--- src/rtl/int_to_fp_converter_if.sv ---
// Handshake bundle between a requester and the integer-to-double converter.
// Input side: in_valid/in_ready with operand; output side: out_valid/out_ready with result.
// The converter side uses the slave modport, the requester the master modport.
interface int_to_fp_converter_if;
    logic        in_valid;
    logic        in_ready;
    logic [63:0] int_operand;
    logic        is_signed;
    logic        out_valid;
    logic        out_ready;
    logic [63:0] fp_result;
    logic        Inexact;

    modport master (
        output in_valid, int_operand, is_signed, out_ready,
        input  in_ready, out_valid, fp_result, Inexact
    );

    modport slave (
        input  in_valid, int_operand, is_signed, out_ready,
        output in_ready, out_valid, fp_result, Inexact
    );
endinterface

--- src/rtl/int_to_fp_converter.sv ---
// 64-bit signed/unsigned integer to IEEE-754 double, round-to-nearest-even.
// Latency: 1 edge for zero, else 3 + number of shifting normalise cycles.
// One operation in flight; in_ready low until the result is taken by out_ready.
module int_to_fp_converter #(
    parameter int SHIFT_STEP = 4
) (
    input  logic                 clk,
    input  logic                 rst,
    input  logic                 enable,
    int_to_fp_converter_if.slave bus
);
    localparam logic [1:0]  IDLE      = 2'd0;
    localparam logic [1:0]  NORM      = 2'd1;
    localparam logic [1:0]  ROUND     = 2'd2;
    localparam logic [1:0]  DONE      = 2'd3;
    // Exponent of a value whose leading one sits in bit 63.
    localparam logic [10:0] EXP_TOP   = 11'd1086;
    localparam logic [10:0] STEP_EXP  = 11'(SHIFT_STEP);

    logic [1:0]  state_q, state_d;
    logic        sign_q, sign_d;
    logic [63:0] mag_q, mag_d;
    logic [10:0] exp_q, exp_d;
    logic [63:0] fp_result_q, fp_result_d;
    logic        inexact_q, inexact_d;

    logic        op_sign;
    logic [63:0] op_mag;
    logic [51:0] mant_trunc;
    logic        lsb, guard, sticky, round_up;
    logic [52:0] mant_inc;
    logic [10:0] exp_rounded;

    // Operand sign and magnitude; -2^63 negates onto itself, which is the right magnitude.
    always_comb begin
        op_sign = bus.is_signed & bus.int_operand[63];
        op_mag  = op_sign ? (~bus.int_operand + 64'd1) : bus.int_operand;
    end

    // Round-to-nearest-even on the normalised magnitude; bit 63 is the hidden one.
    always_comb begin
        mant_trunc  = mag_q[62:11];
        lsb         = mag_q[11];
        guard       = mag_q[10];
        sticky      = |mag_q[9:0];
        round_up    = guard & (sticky | lsb);
        mant_inc    = {1'b0, mant_trunc} + {52'd0, round_up};
        // A carry out of the mantissa leaves it zero and bumps the exponent.
        exp_rounded = exp_q + {10'd0, mant_inc[52]};
    end

    // Next-state logic for the IDLE/NORM/ROUND/DONE sequence.
    always_comb begin
        state_d     = state_q;
        sign_d      = sign_q;
        mag_d       = mag_q;
        exp_d       = exp_q;
        fp_result_d = fp_result_q;
        inexact_d   = inexact_q;
        case (state_q)
            IDLE: begin
                if (bus.in_valid) begin
                    sign_d = op_sign;
                    mag_d  = op_mag;
                    exp_d  = EXP_TOP;
                    if (bus.int_operand == 64'd0) begin
                        fp_result_d = 64'd0;
                        inexact_d   = 1'b0;
                        state_d     = DONE;
                    end else begin
                        state_d = NORM;
                    end
                end
            end
            NORM: begin
                if (mag_q[63]) begin
                    state_d = ROUND;
                end else if (mag_q[63 -: SHIFT_STEP] == '0) begin
                    mag_d = mag_q << SHIFT_STEP;
                    exp_d = exp_q - STEP_EXP;
                end else begin
                    mag_d = mag_q << 1;
                    exp_d = exp_q - 11'd1;
                end
            end
            ROUND: begin
                fp_result_d = {sign_q, exp_rounded, mant_inc[51:0]};
                inexact_d   = guard | sticky;
                state_d     = DONE;
            end
            DONE: begin
                if (bus.out_ready) begin
                    state_d = IDLE;
                end
            end
            default: state_d = IDLE;
        endcase
    end

    // State registers; reset wins over enable, enable low freezes everything.
    always_ff @(posedge clk) begin
        if (rst) begin
            state_q     <= IDLE;
            sign_q      <= 1'b0;
            mag_q       <= 64'd0;
            exp_q       <= 11'd0;
            fp_result_q <= 64'd0;
            inexact_q   <= 1'b0;
        end else if (enable) begin
            state_q     <= state_d;
            sign_q      <= sign_d;
            mag_q       <= mag_d;
            exp_q       <= exp_d;
            fp_result_q <= fp_result_d;
            inexact_q   <= inexact_d;
        end
    end

    assign bus.in_ready  = (state_q == IDLE) && enable;
    assign bus.out_valid = (state_q == DONE);
    assign bus.fp_result = fp_result_q;
    assign bus.Inexact   = inexact_q;
endmodule

--- src/flat_wrapper.sv ---
// flat-port wrapper written by rule: the top's interface ports become plain ports
module int_to_fp_converter_flat 
#(
    parameter int SHIFT_STEP = 4
)
  (clk, rst, enable, bus_in_valid, bus_int_operand, bus_is_signed, bus_out_ready, bus_in_ready, bus_out_valid, bus_fp_result, bus_Inexact);
  int_to_fp_converter_if bus_i ();
  input  logic clk;
  input  logic rst;
  input  logic enable;
  input wire logic [$bits(bus_i.in_valid)-1:0] bus_in_valid;
  input wire logic [$bits(bus_i.int_operand)-1:0] bus_int_operand;
  input wire logic [$bits(bus_i.is_signed)-1:0] bus_is_signed;
  input wire logic [$bits(bus_i.out_ready)-1:0] bus_out_ready;
  output wire logic [$bits(bus_i.in_ready)-1:0] bus_in_ready;
  output wire logic [$bits(bus_i.out_valid)-1:0] bus_out_valid;
  output wire logic [$bits(bus_i.fp_result)-1:0] bus_fp_result;
  output wire logic [$bits(bus_i.Inexact)-1:0] bus_Inexact;
  assign bus_i.in_valid = bus_in_valid;
  assign bus_i.int_operand = bus_int_operand;
  assign bus_i.is_signed = bus_is_signed;
  assign bus_i.out_ready = bus_out_ready;
  assign bus_in_ready = bus_i.in_ready;
  assign bus_out_valid = bus_i.out_valid;
  assign bus_fp_result = bus_i.fp_result;
  assign bus_Inexact = bus_i.Inexact;
  int_to_fp_converter #(.SHIFT_STEP(SHIFT_STEP)) u_core (.clk(clk), .rst(rst), .enable(enable), .bus(bus_i));
endmodule
--- config.mk ---
export PLATFORM = sky130hd
export DESIGN_NAME = int_to_fp_converter_flat
export DESIGN_NICKNAME = d
export VERILOG_FILES = /design/src/rtl/int_to_fp_converter_if.sv /design/src/rtl/int_to_fp_converter.sv /design/src/flat_wrapper.sv
export SDC_FILE = /design/constraint.sdc
export NUM_CORES = 1
export LEC_CHECK = 0
export ABC_AREA = 1
export CORE_AREA = 5 5 197 199
export DETAILED_ROUTE_END_ITERATION = 10
export DIE_AREA = 0 0 202 204
export GPL_TIMING_DRIVEN = 0
export RECOVER_POWER = 25
export SETUP_SLACK_MARGIN = 0.3
export SYNTH_ARGS = -nofsm -noshare
export SYNTH_HDL_FRONTEND = slang
export SYNTH_SLANG_ARGS = --single-unit
--- constraint.sdc ---
create_clock -name clk -period 8.1 [get_ports clk]
set_input_delay 1.62 -clock clk [delete_from_list [all_inputs] [get_ports clk]]
set_output_delay 1.62 -clock clk [all_outputs]
set_load 0.02 [all_outputs]
Word-level counts from Yosys, hierarchy flattened
Cells that the tools add are included.
{ "word_totals": {"input_bits": 70, "register_bits": 143, "output_inout_bits": 67} }
{ "classes": {"muxes": 20, "addsub": 5, "bitwise_logic": 5, "eq_ne": 8, "n_reduce_logical": 12} }
{ "op_table": {"columns": ["operator", "n"], "rows": [
  ["2-to-1 mux 64 bit", 6],
  ["one-hot mux 64 bit (2 select lines)", 2],
  ["adder 64 x 1 -> 64 bit (second input constant)", 1],
  ["zero test 64 bit", 1],
  ["inverter 64 bit", 1],
  ["adder 52 x 1 -> 53 bit", 1],
  ["2-to-1 mux 11 bit", 3],
  ["one-hot mux 11 bit (2 select lines)", 1],
  ["AND reduction 4 bit", 3],
  ["adder 11 x 1 -> 11 bit", 1],
  ["subtractor 11 x 1 -> 11 bit (second input constant)", 1],
  ["subtractor 11 x 3 -> 11 bit (second input constant)", 1],
  ["OR reduction 10 bit", 1],
  ["2-to-1 mux 2 bit", 4],
  ["one-hot mux 2 bit (4 select lines)", 1],
  ["!= test 2 bit (second input constant)", 3],
  ["AND reduction 3 bit", 2],
  ["== test 2 bit (second input constant)", 2],
  ["zero test 4 bit", 1],
  ["!= test 2 x 1 -> 1 bit (second input constant)", 2],
  ["nonzero test 2 bit", 2],
  ["AND 1 bit", 2],
  ["== test 2 x 1 -> 1 bit (second input constant)", 1],
  ["zero test 2 bit", 1],
  ["other kinds (4)", 6]
]} }

Longest topological paths before layout
{ "logic_depth": {"word_depth": 6, "ltp_mapped": 19, "ltp_nobuf": 19} }

Worst setup path before layout
OpenSTA, ideal clock, no wires.
{ "synth_path": {"path_type": "input to output", "from": "input enable", "to": "output bus_in_ready", "stages": 2, "slack_ns": 4.669, "arrival_ns": 1.811, "n_path_buf": 0, "cell_sequence": "nand2_1 -> inv_1"} }
{ "synth_via": {"elab_chain_cells": 1} }
{ "synth_rtl": {"columns": ["item", "line_no", "source"], "rows": [
  ["from (decl)", "flat_wrapper.sv:10", "input logic enable;"],
  ["logical AND 1 bit", "int_to_fp_converter.sv:119", "assign bus.in_ready = (state_q == IDLE) && enable;"],
  ["to (decl)", "flat_wrapper.sv:15", "output wire logic [$bits(bus_i.in_ready)-1:0] bus_in_ready;"]
]} }
Every way passes these cells.

Final worst setup path
Same ends and word-level chain as after synthesis.

==> results.md <==
- First-pass GRT wire length: between 70000 and 80000 um
- Synth cell count leaders: 529 x nand2_1, 311 x nor2_1, 180 x a21oi_1
- XOR/XNOR Fraction of Synth Area: 0.0298
- CTS clk-pin slew, worst paths: 60 ps
- Die Area: 41200 um2
- Via density: 5.12
- Most frequent cell after synthesis: nand2_1
- Leakage: 5.19 nW
- H-tree levels: 4
- Largest net degree at the start of global routing: 17
- Placed cell count: 2519
- Slew Limit Fails: 0
- DR DRC count: 0
- Synth-to-Final Area Change: 23.5%
- Cell count after synthesis: around 1900
- Hold_buf cts: 0
- Adder-cell share of the synthesized area: 0.0138
- Final Hold Fails: 0
- Clock Tree Root: clkbuf_16
- Number of global-route vias before repair: about 12000
- Flip-flop and latch count after synthesis: 143
- Cell Area, Synth: 10900 um2
- Worst setup SP type: input port
- Worst slew pin tran: 1030 ps
- CP Class: in -> out
- RSZ-0062 raised after global routing: false
- Crit-path cells: clkdlybuf4s50_1 > nand2_1 > inv_1 > clkdlybuf4s50_1
- Post-route ant nets: 0
- Async S/R FF share, synth: 0
- First-pass iteration count of the detailed router: 8
- Synth Area in Compound Gates: 0.184
- Worst clock skew: 13.1 ps
- Final hold slack: roughly 460 ps
- Crit end category: output port
- Post-synth top area share: 0.263
- Core area: 37000 um2
- YS warnings: 0
- Synth cell types: 37
- VDD IR max: 0.000154 V
- TritonCTS clock tree: done
- Met3 Use GR: 0.0262
- Cell accounting for the most synthesized area: dfxtp_1
- Clock latency on the worst-skew pair: 440 ps
- Post-synth EDFFs: 0
- Grt total ovfl: 0
- Arr. time, crit path: 2810 ps
- Post-CTS setup buffers: 0
- Synthesized net count: between 1500 and 2000
- Rows: 71
- WP data required: approximately 6500 ps
- CTS buffer count: 17
- Non-Filler Instances: 2550
- DR WL/cell: 18.5 um
- PostCTS Resize Cnt: 0
- Slowest CP cell: clkdlybuf4s50_1
- TritonCTS Sinks: roughly 140
- Starting Density: 0.293
- Nets@finish: 2146
- Dpl hpwl: 39400 um
- Mux contribution to synthesized area: 0
- Final Setup Violations: 0
- Status: complete, no violations
- M2 GR Usage: 0.366
- Routing usage on met1: 0.307
- Synth area leaders: dfxtp_1 26%, nand2_1 18%, nor2_1 11%
- Seq/Total Area, Yosys: 0.263
- # IOs: 137
- Share of cells above drive strength 1: 0.0443
- Main combinational cell family by area after synthesis: simple AND/OR/NAND/NOR gates
- Min-Delay Path Class: reg -> reg
- Tot GR Track Use: 0.225
- Die Y-Extent: 204 um
- Synth Area in Simple Gates: 0.413
- Busiest grt layer: met2
- WL final: 47100 um
- Final GP Congestion: 0.980
- Rel. slew slack: 0.305
- PwrDens: 179 nW/um2
- Commonest register cell after synthesis: dfxtp_1
- # diodes: 0
- Critical Path Fanout Max: 2
- Max_cap viols: 0
- Chip width: 202 um
- Share of the clock period used by the worst path: 0.547
- Detailed Route Iter0 Violations: 1254
- Initial antenna violation count: 0
- Port bufs: 135
- TNS Setup: 0 ps
- Minimum clock period: 4430 ps
- Clock buffer depth: 2
- Max incr delay on CP: about 600 ps
- Mean Syn Cell Area: 5.69 um2
- DR vias: 13100
- Cell seen most often among critical-path stages: clkdlybuf4s50_1
- Fmax: 0.226 GHz
## area by class of cell
cell class,instances,area (um2)
fill,4122,23600
multi-input combinational,1511,6960
sequential,143,2860
timing repair buffer,135,1350
inverter,168,632
tap,474,593
clock buffer,18,439
buffer,88,408
clock inverter,13,179
## layer usage
| metal | vias to the layer above | share of wire |
|---|---|---|
| met1 | 5934 | 0.46 |
| li1 | 6541 | - |
| met4 | 0 | 0.035 |
| met2 | 511 | 0.44 |
| met5 | - | 0 |
| met3 | 80 | 0.064 |
## final timing paths
path | startpoint | end | slack (ps) | cells past startpoint
worst max-delay path | enable | bus_in_ready | 3670 | 4
worst min-delay path | u_core.bus.fp_result[9] | u_core.bus.fp_result[9] | 460 | 2
worst max register to register | u_core.mag_q[11] | u_core.bus.fp_result[61] | 3820 | 16
worst min register to register | u_core.bus.fp_result[9] | u_core.bus.fp_result[9] | 460 | 2
## flip-flops by register name (all words and copies together) (netlist names)
signal	count
u_core.state_q	2
u_core.bus.fp_result	64
u_core.exp_q	11
u_core.mag_q	64
u_core.bus.Inexact	1
u_core.sign_q	1
## through the flow
stage	instance area [um2]	power (mW)	util	setup WS, ps
floorplan	10900	1.28	-	4670
global placement	12800	1.56	0.346	3670
detailed placement	12800	1.56	0.346	3660
CTS	13400	2.40	0.363	3660
global route	13400	2.53	0.363	3460
finish	13400	2.41	0.363	3670
## power by group
part / leakage (nW) / internal [mW] / switching, mW
sequential: 1.17 / 0.762 / 0.105
clock: 0.300 / 0.498 / 0.338
combinational: 3.73 / 0.215 / 0.490
total: 5.19 / 1.48 / 0.934
## cells by family (layout without fill, tap and decap cells)
| logic type | Yosys count | after routing |
|---|---|---|
| xor+xnor | 37 | 37 |
| buf+inv | 256 | 422 |
| simple gates | 1078 | 1078 |
| compound gates | 384 | 384 |
| flops | 143 | 143 |
| fa+ha+maj | 12 | 12 |
## worst max-delay path: cells and delay by family
| family | cells | cell delay (ps) |
|---|---|---|
| buffers and inverters | 3 | 1130 |
| and+or+nand+nor | 1 | 50 |
## cells in the final DEF (no fill, tap or decap), types with 2 or more instances in the layout
| master | n |
|---|---|
| clkinv_4 | 4 |
| nand3_1 | 143 |
| a211oi_1 | 2 |
| ha_1 | 12 |
| or2_2 | 7 |
| o21ai_1 | 10 |
| nor2_4 | 4 |
| buf_4 | 3 |
| nand2_2 | 4 |
| o21bai_1 | 6 |
| o211ai_1 | 9 |
| buf_1 | 6 |
| nor2_2 | 8 |
| buf_2 | 23 |
| nor2_1 | 311 |
| nand3b_1 | 14 |
| dlygate4sd3_1 | 49 |
| bufinv_16 | 3 |
| clkdlybuf4s50_1 | 86 |
| xnor2_1 | 3 |
| o2111ai_1 | 2 |
| a31oi_1 | 12 |
| inv_1 | 164 |
| inv_2 | 2 |
| xor2_1 | 34 |
| dfxtp_1 | 143 |
| o21ai_0 | 159 |
| a21oi_1 | 181 |
| nand2_1 | 529 |
| buf_6 | 5 |
| nor3_1 | 13 |
| nand4_1 | 40 |
| clkbuf_1 | 51 |
| clkbuf_16 | 17 |
| inv_6 | 4 |
| nor4_1 | 2 |
(Power assumes the default switching activity.)
